### src/rtl/muldiv_if.sv
// muldiv_if: request/response bundle between the execute stage and muldiv_unit.
//   start, flush     : request and abort strobes (core -> unit)
//   op, op_A, op_B   : funct3 operation code and rs1/rs2 operands (core -> unit)
//   result           : final value, held until the next accepted start (unit -> core)
//   zero_flag        : result == 0 (unit -> core)
//   busy             : iterative operation in flight (unit -> core)
//   done             : one-cycle pulse, result valid (unit -> core)
interface muldiv_if #(
  parameter int XLEN = 32
);
  logic            start;
  logic            flush;
  logic [2:0]      op;
  logic [XLEN-1:0] op_A;
  logic [XLEN-1:0] op_B;
  logic [XLEN-1:0] result;
  logic            zero_flag;
  logic            busy;
  logic            done;

  modport master (
    output start, flush, op, op_A, op_B,
    input  result, zero_flag, busy, done
  );

  modport slave (
    input  start, flush, op, op_A, op_B,
    output result, zero_flag, busy, done
  );
endinterface

### src/rtl/muldiv_unit.sv
// muldiv_unit: iterative RV32M multiply/divide unit, XLEN-parametrised.
//   clk  : rising-edge clock
//   rst  : asynchronous active-high reset
//   bus  : muldiv_if.slave (start/flush/op/op_A/op_B in; result/zero_flag/busy/done out)
// Operands are reduced to magnitudes, processed unsigned (shift-add multiply,
// restoring divide, one bit per cycle) and the sign is reapplied on exit.
// Divide-by-zero and signed overflow bypass the iteration and finish in one step.
// Optional build macro MULDIV_FAST_MUL_EN: multiplies use a combinational
// 2*XLEN multiplier and skip the CALC state; divides are unaffected.
module muldiv_unit #(
  parameter int XLEN = 32
) (
  input logic     clk,
  input logic     rst,
  muldiv_if.slave bus
);

  localparam int              CW       = $clog2(XLEN);
  localparam logic [CW-1:0]   CNT_LAST = CW'(XLEN - 1);
  localparam logic [CW-1:0]   CNT_ONE  = CW'(1);
  localparam logic [XLEN-1:0] ZERO     = {XLEN{1'b0}};
  localparam logic [XLEN-1:0] ALL_ONES = {XLEN{1'b1}};
  localparam logic [XLEN-1:0] MOST_NEG = {1'b1, {(XLEN-1){1'b0}}};

  typedef enum logic [1:0] {
    S_IDLE = 2'd0,
    S_CALC = 2'd1,
    S_DONE = 2'd2
  } state_t;

  state_t            state_r;
  logic [2:0]        op_r;
  logic [CW-1:0]     cnt_r;
  logic [2*XLEN-1:0] acc_r;      // multiply: {hi, lo/multiplier}; divide: {remainder, quotient}
  logic [XLEN-1:0]   opnd_r;     // multiplicand or divisor magnitude
  logic              neg_lo_r;   // negate product / quotient on exit
  logic              neg_hi_r;   // negate remainder on exit
  logic [XLEN-1:0]   result_r;
  logic              done_r;
  logic              busy_r;

  logic              a_signed_s;
  logic              b_signed_s;
  logic              a_neg_s;
  logic              b_neg_s;
  logic [XLEN-1:0]   mag_a_s;
  logic [XLEN-1:0]   mag_b_s;
  logic              div_by_zero_s;
  logic              div_ovf_s;

  // Classify the incoming request: operand signedness, magnitudes, fast-path cases.
  always_comb begin
    a_signed_s = 1'b0;
    b_signed_s = 1'b0;
    case (bus.op)
      3'b000, 3'b001, 3'b100, 3'b110: begin
        a_signed_s = 1'b1;
        b_signed_s = 1'b1;
      end
      3'b010: begin
        a_signed_s = 1'b1;
        b_signed_s = 1'b0;
      end
      default: begin
        a_signed_s = 1'b0;
        b_signed_s = 1'b0;
      end
    endcase
    a_neg_s = a_signed_s & bus.op_A[XLEN-1];
    b_neg_s = b_signed_s & bus.op_B[XLEN-1];
    if (a_neg_s) begin
      mag_a_s = -bus.op_A;
    end else begin
      mag_a_s = bus.op_A;
    end
    if (b_neg_s) begin
      mag_b_s = -bus.op_B;
    end else begin
      mag_b_s = bus.op_B;
    end
    div_by_zero_s = bus.op[2] & (bus.op_B == ZERO);
    // Only the signed divides (DIV/REM) can overflow.
    div_ovf_s = bus.op[2] & b_signed_s & (bus.op_A == MOST_NEG) & (bus.op_B == ALL_ONES);
  end

`ifdef MULDIV_FAST_MUL_EN
  logic [2*XLEN-1:0] fast_prod_s;

  // Single-cycle unsigned product of the operand magnitudes.
  always_comb begin
    fast_prod_s = {ZERO, mag_a_s} * {ZERO, mag_b_s};
  end
`endif

  logic [XLEN:0]     mul_sum_s;
  logic [XLEN:0]     div_trial_s;
  logic [2*XLEN-1:0] acc_next_s;

  // One iteration step: shift-add multiply or restoring divide.
  always_comb begin
    mul_sum_s   = {1'b0, ZERO};
    div_trial_s = {1'b0, ZERO};
    if (op_r[2]) begin
      // Shifted partial remainder needs XLEN+1 bits before the trial subtract.
      div_trial_s = acc_r[2*XLEN-1:XLEN-1] - {1'b0, opnd_r};
      if (!div_trial_s[XLEN]) begin
        acc_next_s = {div_trial_s[XLEN-1:0], acc_r[XLEN-2:0], 1'b1};
      end else begin
        acc_next_s = {acc_r[2*XLEN-2:0], 1'b0};
      end
    end else begin
      if (acc_r[0]) begin
        mul_sum_s = {1'b0, acc_r[2*XLEN-1:XLEN]} + {1'b0, opnd_r};
      end else begin
        mul_sum_s = {1'b0, acc_r[2*XLEN-1:XLEN]};
      end
      // Carry out of the add becomes the new MSB as the accumulator shifts right.
      acc_next_s = {mul_sum_s, acc_r[XLEN-1:1]};
    end
  end

  logic [2*XLEN-1:0] prod_s;
  logic [XLEN-1:0]   quo_s;
  logic [XLEN-1:0]   rem_s;
  logic [XLEN-1:0]   final_s;

  // Reapply signs and pick the half the operation returns.
  always_comb begin
    if (neg_lo_r) begin
      prod_s = -acc_r;
      quo_s  = -acc_r[XLEN-1:0];
    end else begin
      prod_s = acc_r;
      quo_s  = acc_r[XLEN-1:0];
    end
    if (neg_hi_r) begin
      rem_s = -acc_r[2*XLEN-1:XLEN];
    end else begin
      rem_s = acc_r[2*XLEN-1:XLEN];
    end
    case (op_r)
      3'b000:                 final_s = prod_s[XLEN-1:0];
      3'b001, 3'b010, 3'b011: final_s = prod_s[2*XLEN-1:XLEN];
      3'b100, 3'b101:         final_s = quo_s;
      3'b110, 3'b111:         final_s = rem_s;
      default:                final_s = ZERO;
    endcase
  end

  // Control FSM with registered result/done/busy.
  always_ff @(posedge clk or posedge rst) begin
    if (rst) begin
      state_r  <= S_IDLE;
      op_r     <= 3'b000;
      cnt_r    <= {CW{1'b0}};
      acc_r    <= {ZERO, ZERO};
      opnd_r   <= ZERO;
      neg_lo_r <= 1'b0;
      neg_hi_r <= 1'b0;
      result_r <= ZERO;
      done_r   <= 1'b0;
      busy_r   <= 1'b0;
    end else begin
      done_r <= 1'b0;
      case (state_r)
        S_IDLE: begin
          if (bus.start && !bus.flush) begin
            op_r  <= bus.op;
            cnt_r <= {CW{1'b0}};
            if (div_by_zero_s) begin
              acc_r    <= {bus.op_A, ALL_ONES};
              neg_lo_r <= 1'b0;
              neg_hi_r <= 1'b0;
              state_r  <= S_DONE;
            end else if (div_ovf_s) begin
              acc_r    <= {ZERO, bus.op_A};
              neg_lo_r <= 1'b0;
              neg_hi_r <= 1'b0;
              state_r  <= S_DONE;
`ifdef MULDIV_FAST_MUL_EN
            end else if (!bus.op[2]) begin
              acc_r    <= fast_prod_s;
              neg_lo_r <= a_neg_s ^ b_neg_s;
              neg_hi_r <= a_neg_s;
              state_r  <= S_DONE;
`endif
            end else if (bus.op[2]) begin
              acc_r    <= {ZERO, mag_a_s};
              opnd_r   <= mag_b_s;
              neg_lo_r <= a_neg_s ^ b_neg_s;
              neg_hi_r <= a_neg_s;
              busy_r   <= 1'b1;
              state_r  <= S_CALC;
            end else begin
              acc_r    <= {ZERO, mag_b_s};
              opnd_r   <= mag_a_s;
              neg_lo_r <= a_neg_s ^ b_neg_s;
              neg_hi_r <= a_neg_s;
              busy_r   <= 1'b1;
              state_r  <= S_CALC;
            end
          end else begin
            state_r <= S_IDLE;
          end
        end
        S_CALC: begin
          if (bus.flush) begin
            busy_r  <= 1'b0;
            state_r <= S_IDLE;
          end else begin
            acc_r <= acc_next_s;
            cnt_r <= cnt_r + CNT_ONE;
            if (cnt_r == CNT_LAST) begin
              busy_r  <= 1'b0;
              state_r <= S_DONE;
            end else begin
              state_r <= S_CALC;
            end
          end
        end
        S_DONE: begin
          if (bus.flush) begin
            state_r <= S_IDLE;
          end else begin
            result_r <= final_s;
            done_r   <= 1'b1;
            state_r  <= S_IDLE;
          end
        end
        default: begin
          busy_r  <= 1'b0;
          state_r <= S_IDLE;
        end
      endcase
    end
  end

  assign bus.result    = result_r;
  assign bus.zero_flag = (result_r == ZERO);
  assign bus.busy      = busy_r;
  assign bus.done      = done_r;

endmodule

### src/flat_wrapper.sv
// flat-port wrapper written by rule: the top's interface ports become plain ports
module muldiv_unit_flat 
#(
  parameter int XLEN = 32
)
  (clk, rst, bus_start, bus_flush, bus_op, bus_op_A, bus_op_B, bus_result, bus_zero_flag, bus_busy, bus_done);
  muldiv_if #(.XLEN(XLEN)) bus_i ();
  input logic clk;
  input logic rst;
  input wire logic [$bits(bus_i.start)-1:0] bus_start;
  input wire logic [$bits(bus_i.flush)-1:0] bus_flush;
  input wire logic [$bits(bus_i.op)-1:0] bus_op;
  input wire logic [$bits(bus_i.op_A)-1:0] bus_op_A;
  input wire logic [$bits(bus_i.op_B)-1:0] bus_op_B;
  output wire logic [$bits(bus_i.result)-1:0] bus_result;
  output wire logic [$bits(bus_i.zero_flag)-1:0] bus_zero_flag;
  output wire logic [$bits(bus_i.busy)-1:0] bus_busy;
  output wire logic [$bits(bus_i.done)-1:0] bus_done;
  assign bus_i.start = bus_start;
  assign bus_i.flush = bus_flush;
  assign bus_i.op = bus_op;
  assign bus_i.op_A = bus_op_A;
  assign bus_i.op_B = bus_op_B;
  assign bus_result = bus_i.result;
  assign bus_zero_flag = bus_i.zero_flag;
  assign bus_busy = bus_i.busy;
  assign bus_done = bus_i.done;
  muldiv_unit #(.XLEN(XLEN)) u_core (.clk(clk), .rst(rst), .bus(bus_i));
endmodule
### config.mk
export PLATFORM = sky130hd
export DESIGN_NAME = muldiv_unit_flat
export DESIGN_NICKNAME = d
export VERILOG_FILES = /design/src/rtl/muldiv_if.sv /design/src/rtl/muldiv_unit.sv /design/src/flat_wrapper.sv
export SDC_FILE = /design/constraint.sdc
export NUM_CORES = 1
export LEC_CHECK = 0
export BUFFER_PORTS_ARGS = -buffer_cell sky130_fd_sc_hd__buf_2
export CAP_MARGIN = 20
export CORE_MARGIN = 2
export CORE_UTILIZATION = 55
export CTS_BUF_LIST = sky130_fd_sc_hd__clkbuf_4 sky130_fd_sc_hd__clkbuf_8
export DETAILED_ROUTE_END_ITERATION = 7
export PLACE_DENSITY = 0.86
export SYNTH_ARGS = -nofsm -noshare
export SYNTH_HDL_FRONTEND = slang
export SYNTH_SLANG_ARGS = --single-unit
### constraint.sdc
create_clock -name clk -period 9 [get_ports clk]
set_clock_uncertainty 0.15 [all_clocks]
set_input_delay 1.8 -clock clk [delete_from_list [all_inputs] [get_ports clk]]
set_output_delay 1.8 -clock clk [all_outputs]
set_load 0.03 [all_outputs]
==> flow_metrics.py, run 1 <==
metrics = {
    "status": {
        "outcome": "finished, violations left",
        "failed_checks": "design-rule violations",
    },
    "pwr": {
        "totalPowerFinal_mw": 4.86,
        "worst_ir_drop_vdd_mv": 0.129,
        "power_density_mw_per_mm2": 301,
        "static-leakage-power_nw": 6.91,
    },
    "logic_synthesis": {
        "synth_nets": 2189,
        "synth_largest_area_cell": "sky130_fd_sc_hd__dfrtp_1",
        "ys_async_sr_fraction_pct": 100,
        "synth.most_common_cell": "sky130_fd_sc_hd__nand2_1",
        "post_synth_edffs": 0,
        "synth_area_sq_mm": 0.0151,
        "synth_seq_cells": 142,
        "yosysWarningCount": 0,
        "cells_after_synthesis": 2045,
        "synth-seq-area-share_pct": 23.5,
        "post_synth_main_area_contributors": "sky130_fd_sc_hd__dfrtp_1 24%, sky130_fd_sc_hd__o21ai_0 6.5%, sky130_fd_sc_hd__a21oi_1 6.5%",
        "synth-main-ff-cell": "sky130_fd_sc_hd__dfrtp_1",
        "distinct_cell_type_count_of_the_synthesized_netlist": 77,
        "synth_top_cells_by_count": "226 x sky130_fd_sc_hd__nand2_1, 197 x sky130_fd_sc_hd__o21ai_0, 196 x sky130_fd_sc_hd__a21oi_1",
        "post_synth.cell_area_avg_sq_um": 7.39,
        "synth_top_area_share_pct": 23.5,
    },
    "layout": {
        "antenna_cells": 0,
        "finalNonFillerCells": 2406,
        "final_layout_size_suffix_gt1_share_pct": 9.93,
        "layout.nets": 2196,
        "final_core_utilization_pct": 59.9,
        "design_area_sq_mm": 0.0161,
        "area.growth.synth_to_final_pct": 6.75,
    },
    "detailed_routing": {
        "routed_wirelength_um": 56600,
        "ant_nets": 0,
        "drc": 2,
        "wire_per_inst_um": 23.5,
        "detail_route.iter0.violations": 2295,
        "via_per_inst": 6.84,
        "drtPass1Iterations": 8,
        "overall_via_count_from_detail_route": 16400,
    },
    "clock_tree": {
        "post_cts_buffers": 0,
        "clk-insertion-delay-late_ps": 490,
        "h-tree-depth": 4,
        "cts_hold_buffers": 0,
        "tritoncts": "done",
        "cts-root-buf": "sky130_fd_sc_hd__clkbuf_8",
        "path_clk_slew_ps": 120,
        "post_cts_resize_count": 0,
        "clkSinkCount": 142,
        "cts-buffers-inserted": 17,
        "cts_max_path_buffers": 2,
    },
    "timing": {
        "relSlewSlack_pct": 24.7,
        "finalHoldWorstSlack_ps": 349,
        "final_hold_viol_count": 0,
        "setup_viol_count_final": 0,
        "setup_slack_of_the_critical_path_after_layout_ps": 4120,
        "final_max_tran_viols": 0,
        "rsz0062_at_grt": "false",
        "finalSetupTns_ps": 0,
        "post-route-min-period_ps": 4880,
        "max_freq_mhz": 205,
        "max_slew.worst_pin.slew_ps": 1120,
        "portion_of_the_clock_cycle_consumed_by_the_worst_path_in_the_final_layout_pct": 54.3,
    },
    "die": {
        "placeableCoreArea_sq_mm": 0.0270,
        "num_rows": 60,
        "floorplan.die.height_um": 170,
        "die_width_um": 170,
        "number_of_primary_i_o_pins": 106,
        "die-area_sq_mm": 0.0288,
        "floorplan.initialDensity_pct": 56.1,
    },
    "grt": {
        "grt_start_max_net_pins": 83,
        "grt_util_all_layers_pct": 38.9,
        "first_global_vias": 14900,
        "grt_overflow_total": 0,
        "first_pass_grt_wire_length_um": 86000,
        "grt_antenna_before_repair": 1,
    },
    "place": {
        "gp_congestion": 1.09,
        "dpl-instance-area_sq_mm": 0.0157,
        "port-buffer-count": 105,
        "final_hpwl_dp_um": 42700,
        "place_inst": 2373,
        "pre_cts_slack_ps": 3180,
    },
    "flow_run": {
        "max_cap_viol_count": 0,
    },
    "critical_path": {
        "timing_worst_setup_path_type": "input pin to flop",
        "startpoint_of_the_worst_register_to_register_path": "u_core.acc_r[32]$_DFFE_PP0P_",
        "cp_max_fo": 82,
        "start_kind": "input pin",
        "crit_path_end_kind": "flop",
        "worst_setup_path_startpoint": "bus_op[2]",
        "arrival_ps": 5090,
        "critPathRequiredTime_ps": 9200,
    },
    "hold_path": {
        "hold_class": "flop to flop",
        "hp-start": "u_core.cnt_r[4]$_DFFE_PP0P_",
    },
}
## routing by layer
layer	wire length, um	part of all wire, %	vias up	global-route usage (%)
met1	22300	39	7651	53.4
li1	-	-	7474	-
met5	8	0.014	-	0
met2	23700	42	1096	57.7
met3	7100	13	223	8.58
met4	3450	6.1	2	19.8
## cells by family after synthesis
group                    share of synthesized area (%)
AO/OA/AOI/OAI                                     28.4
AND/OR/NAND/NOR                                   21.1
buffers and inverters                             5.32
XOR/XNOR                                          11.2
flip-flops                                        23.5
adder cells (fa/ha/maj)                           6.14
multiplexers                                      4.33
## flip-flops by register name, summed over array words and instances (netlist names), 2 cells and up
register	cells
u_core.state_r	2
u_core.op_r	3
u_core.bus.result	32
u_core.cnt_r	5
u_core.acc_r	64
u_core.opnd_r	32
## cell type report
type                    instances  area [sq um]
multi-input cells            1698         10800
flip-flops and latches        142          3560
clock inverters                15           188
clock buffers                  17           234
fillers                      2502         10800
inverters                      67           256
repair buffers                126           696
well taps                     341           427
## power breakdown
group | internal, mW | switching, mW
registers | 0.777 | 0.413
clock network | 0.264 | 0.325
logic | 1.22 | 1.86
total | 2.26 | 2.60
## worst paths after layout
kind                       slack [ps]                                to  cells past startpoint
setup / recovery                 4120     u_core.opnd_r[28]$_DFFE_PP0P_                     10
hold / removal                    350       u_core.cnt_r[4]$_DFFE_PP0P_                      2
setup reg to reg                 4290      u_core.acc_r[57]$_DFFE_PP0P_                     11
hold reg to reg                   350       u_core.cnt_r[4]$_DFFE_PP0P_                      2
max in group asynchronous        5870        u_core.op_r[2]$_DFFE_PP0P_                      3
min in group asynchronous        1280  u_core.bus.result[9]$_DFFE_PP0P_                      2
## worst max-delay path, stage by stage
cell and delay (ps):
sky130_fd_sc_hd__buf_2 80, sky130_fd_sc_hd__buf_4 570, sky130_fd_sc_hd__inv_1 120, sky130_fd_sc_hd__nor2_1 160
sky130_fd_sc_hd__o21a_1 500, sky130_fd_sc_hd__and4_1 270, sky130_fd_sc_hd__nand4_1 520, sky130_fd_sc_hd__nand2_2 340
sky130_fd_sc_hd__buf_12 270, sky130_fd_sc_hd__mux2_2 370
## cell usage in the layout, fill, tap and decap left out, types with 17 or more instances in the layout
master / n
sky130_fd_sc_hd__mux2i_1: 44
sky130_fd_sc_hd__clkbuf_8: 17
sky130_fd_sc_hd__nand2_1: 225
sky130_fd_sc_hd__o21ai_0: 197
sky130_fd_sc_hd__xnor2_1: 98
sky130_fd_sc_hd__o31ai_1: 37
sky130_fd_sc_hd__nand2b_1: 19
sky130_fd_sc_hd__a21oi_1: 196
sky130_fd_sc_hd__a21o_1: 34
sky130_fd_sc_hd__or3_1: 18
sky130_fd_sc_hd__nor2_1: 188
sky130_fd_sc_hd__a31oi_1: 29
sky130_fd_sc_hd__a211oi_1: 41
sky130_fd_sc_hd__nand3_1: 31
sky130_fd_sc_hd__nand4_1: 19
sky130_fd_sc_hd__ha_1: 71
sky130_fd_sc_hd__o22ai_1: 28
sky130_fd_sc_hd__buf_2: 105
sky130_fd_sc_hd__inv_1: 65
sky130_fd_sc_hd__nor3_1: 43
sky130_fd_sc_hd__buf_4: 20
sky130_fd_sc_hd__nor4_1: 25
sky130_fd_sc_hd__xor2_1: 95
sky130_fd_sc_hd__dfrtp_1: 141
sky130_fd_sc_hd__mux2_2: 19
Note: power is estimated with default switching activity, not from simulation.
==> run 2: changes to the inputs <==
PLACE_DENSITY = 0.89   (was 0.86)
clock period = 3.95 ns   (was 9 ns; I/O delays follow)
==> flow_metrics.py, run 2 (synthesized netlist as in run 1, its figures left out) <==
metrics = {
    "critical_path": {
        "worst_path_max_delay_cell": "sky130_fd_sc_hd__dfrtp_1",
        "r2r-end": "u_core.acc_r[55]$_DFFE_PP0P_",
        "start_kind": "flop",
        "critPathMaxStageDelay_ps": 530,
        "critical_path.cell_chain": "inv_1, fa_1, nor2b_1, o31a_1, nor3b_1, o21ba_2, o21a_1, o211ai_1, buf_12, mux2_2, a221oi_1, a21oi_1",
        "arrival_ps": 3910,
        "timing_worst_setup_path_type": "flop to flop",
        "ff2ff_path_depth": 12,
        "critPathRequiredTime_ps": 4150,
        "timing.critical_path.max_delay_family": "compound AO/OA/AOI/OAI gates",
        "cp_max_fo": 37,
        "startpoint_of_the_worst_register_to_register_path": "u_core.acc_r[32]$_DFFE_PP0P_",
        "regToRegSetupSlack_ps": 230,
        "crit_path_end_kind": "flop",
        "critical_path.n_buffers_inverters": 2,
    },
    "timing": {
        "portion_of_the_clock_cycle_consumed_by_the_worst_path_in_the_final_layout_pct": 94.1,
        "relSlewSlack_pct": 22.1,
        "finalHoldWorstSlack_ps": 296,
        "max_freq_mhz": 269,
        "final_max_tran_viols": 0,
        "finalSetupTns_ps": 0,
        "max_slew.worst_pin.slew_ps": 1170,
        "final_hold_viol_count": 0,
        "setup_viol_count_final": 0,
        "rsz0062_at_grt": "false",
        "post-route-min-period_ps": 3720,
    },
    "layout": {
        "number_of_flip_flops_under_the_largest_register_name": 64,
        "multiInputGateArea_sq_mm": 0.0108,
        "layout_commonest_cell": "sky130_fd_sc_hd__nand2_1",
        "antenna_cells": 0,
        "layout.nets": 2258,
        "area.growth.synth_to_final_pct": 10.1,
        "highest_count_cells_in_the_layout_ignoring_fill_and_taps": "225 x sky130_fd_sc_hd__nand2_1, 197 x sky130_fd_sc_hd__o21ai_0, 196 x sky130_fd_sc_hd__a21oi_1",
        "top_reg_by_flops": "u_core.acc_r",
        "seqCellArea_sq_mm": 0.00356,
        "nFillCells": 2359,
        "final_layout_size_suffix_gt1_share_pct": 12.6,
    },
    "pwr": {
        "combPwrFrac_pct": 68.1,
        "static-leakage-power_nw": 7.22,
        "p_int_mw": 5.43,
        "pwr-share-clk_pct": 11.4,
        "netSwitchingFraction_pct": 53.6,
        "p_sw_mw": 6.27,
        "power_density_mw_per_mm2": 703,
        "worst_ir_drop_vdd_mv": 0.328,
        "sequentialPowerShare_pct": 20.6,
        "totalPowerFinal_mw": 11.7,
    },
    "grt": {
        "grt_start_max_net_pins": 143,
        "grt_util_all_layers_pct": 40.8,
        "met1_capacity_usage_during_global_routing_pct": 56.4,
        "grt_antenna_before_repair": 1,
        "first_pass_grt_wire_length_um": 90200,
        "grt_overflow_total": 0,
        "groute.layer.met2.usage_pct": 58.7,
        "first_global_vias": 15400,
        "gr-max-usage-layer": "met2",
        "globalRouteMet3Util_pct": 10.2,
    },
    "detailed_routing": {
        "ant_nets": 0,
        "drc": 0,
        "detail_route.iter0.violations": 2686,
        "routed_wirelength_um": 59100,
        "overall_via_count_from_detail_route": 16900,
        "via_per_inst": 6.86,
        "drtPass1Iterations": 7,
        "wire_per_inst_um": 23.9,
    },
    "die": {
        "floorplan.die.height_um": 170,
        "placeableCoreArea_sq_mm": 0.0270,
        "die-area_sq_mm": 0.0288,
        "num_rows": 60,
        "die_width_um": 170,
        "number_of_primary_i_o_pins": 106,
        "floorplan.initialDensity_pct": 56.1,
    },
    "clock_tree": {
        "h-tree-depth": 4,
        "cts_max_path_buffers": 2,
        "clk-insertion-delay-late_ps": 490,
        "tritoncts": "done",
        "clkSinkCount": 142,
        "cts-root-buf": "sky130_fd_sc_hd__clkbuf_8",
        "cts-buffers-inserted": 17,
        "path_clk_slew_ps": 110,
        "cts_hold_buffers": 0,
    },
    "flow_run": {
        "max_cap_viol_count": 0,
    },
    "hold_path": {
        "hold_class": "input pin to async pin",
    },
    "place": {
        "port-buffer-count": 105,
        "final_hpwl_dp_um": 44900,
        "gp_congestion": 1.08,
    },
    "status": {
        "outcome": "finished clean",
    },
}
[run 2: repair_timing]
action / 4_1_cts / 5_1_grt
setup buffers: 0 / 1
setup endpoints to repair: 0 / 4
resized for setup: 0 / 2
[run 2: how the worst max path moves through the flow]
stage                                  from                       endpoint  slack, ps  depth (start not counted)
2_1_floorplan                  bus_op_B[15]  u_core.opnd_r[30]$_DFFE_PP0P_        590                          8
3_3_place_gp                    bus_op_A[6]   u_core.acc_r[28]$_DFFE_PP0P_        240                         10
3_5_place_dp                    bus_op_A[6]  u_core.opnd_r[28]$_DFFE_PP0P_        220                          9
4_1_cts        u_core.acc_r[32]$_DFFE_PP0P_   u_core.acc_r[57]$_DFFE_PP0P_        240                         11
5_1_grt        u_core.acc_r[31]$_DFFE_PP0P_   u_core.acc_r[59]$_DFFE_PP0P_         50                         14
6_report       u_core.acc_r[32]$_DFFE_PP0P_   u_core.acc_r[55]$_DFFE_PP0P_        230                         12
[run 2: area by class of cell]
| type | instances | area share (%) |
|---|---|---|
| Clock inverter | 15 | 1.17 |
| Tap cell | 341 | 2.56 |
| Sequential cell | 142 | 21.4 |
| Timing Repair Buffer | 188 | 7.20 |
| Multi-Input combinational cell | 1698 | 64.8 |
| Inverter | 67 | 1.53 |
| Clock buffer | 17 | 1.41 |
[run 2: routing by layer]
| layer | vias up | routed length, um |
|---|---|---|
| met4 | 2 | 3840 |
| met3 | 232 | 7820 |
| met1 | 7833 | 23500 |
| met2 | 1265 | 23800 |
| li1 | 7604 | - |
| met5 | - | 54 |
[run 2: tightest hold or removal path: stages]
cell and delay [ps]:
sky130_fd_sc_hd__buf_2 110, sky130_fd_sc_hd__clkinvlp_4 70, sky130_fd_sc_hd__buf_12 470
[run 2: power groups by stage]
stage / Sequential [mW] / Clock (mW) / Combinational, mW
3_5_place_dp: 2.38 / 0 / 7.57
5_1_grt: 2.42 / 1.39 / 8.52
3_3_place_gp: 2.36 / 0 / 7.43
2_1_floorplan: 2.12 / 0 / 5.45
4_1_cts: 2.35 / 1.33 / 7.63
6_report: 2.41 / 1.33 / 7.96
[run 2: stage by stage]
stage	worst slack, ps	util (%)	cell area [sq um]	cells
after floorplan	591	-	15100	2045
after global placement	236	60.1	16200	2435
after global routing	47.1	61.8	16600	2468
after CTS	237	61.7	16600	2467
final	234	61.8	16600	2468
after detailed placement	217	60.1	16200	2435
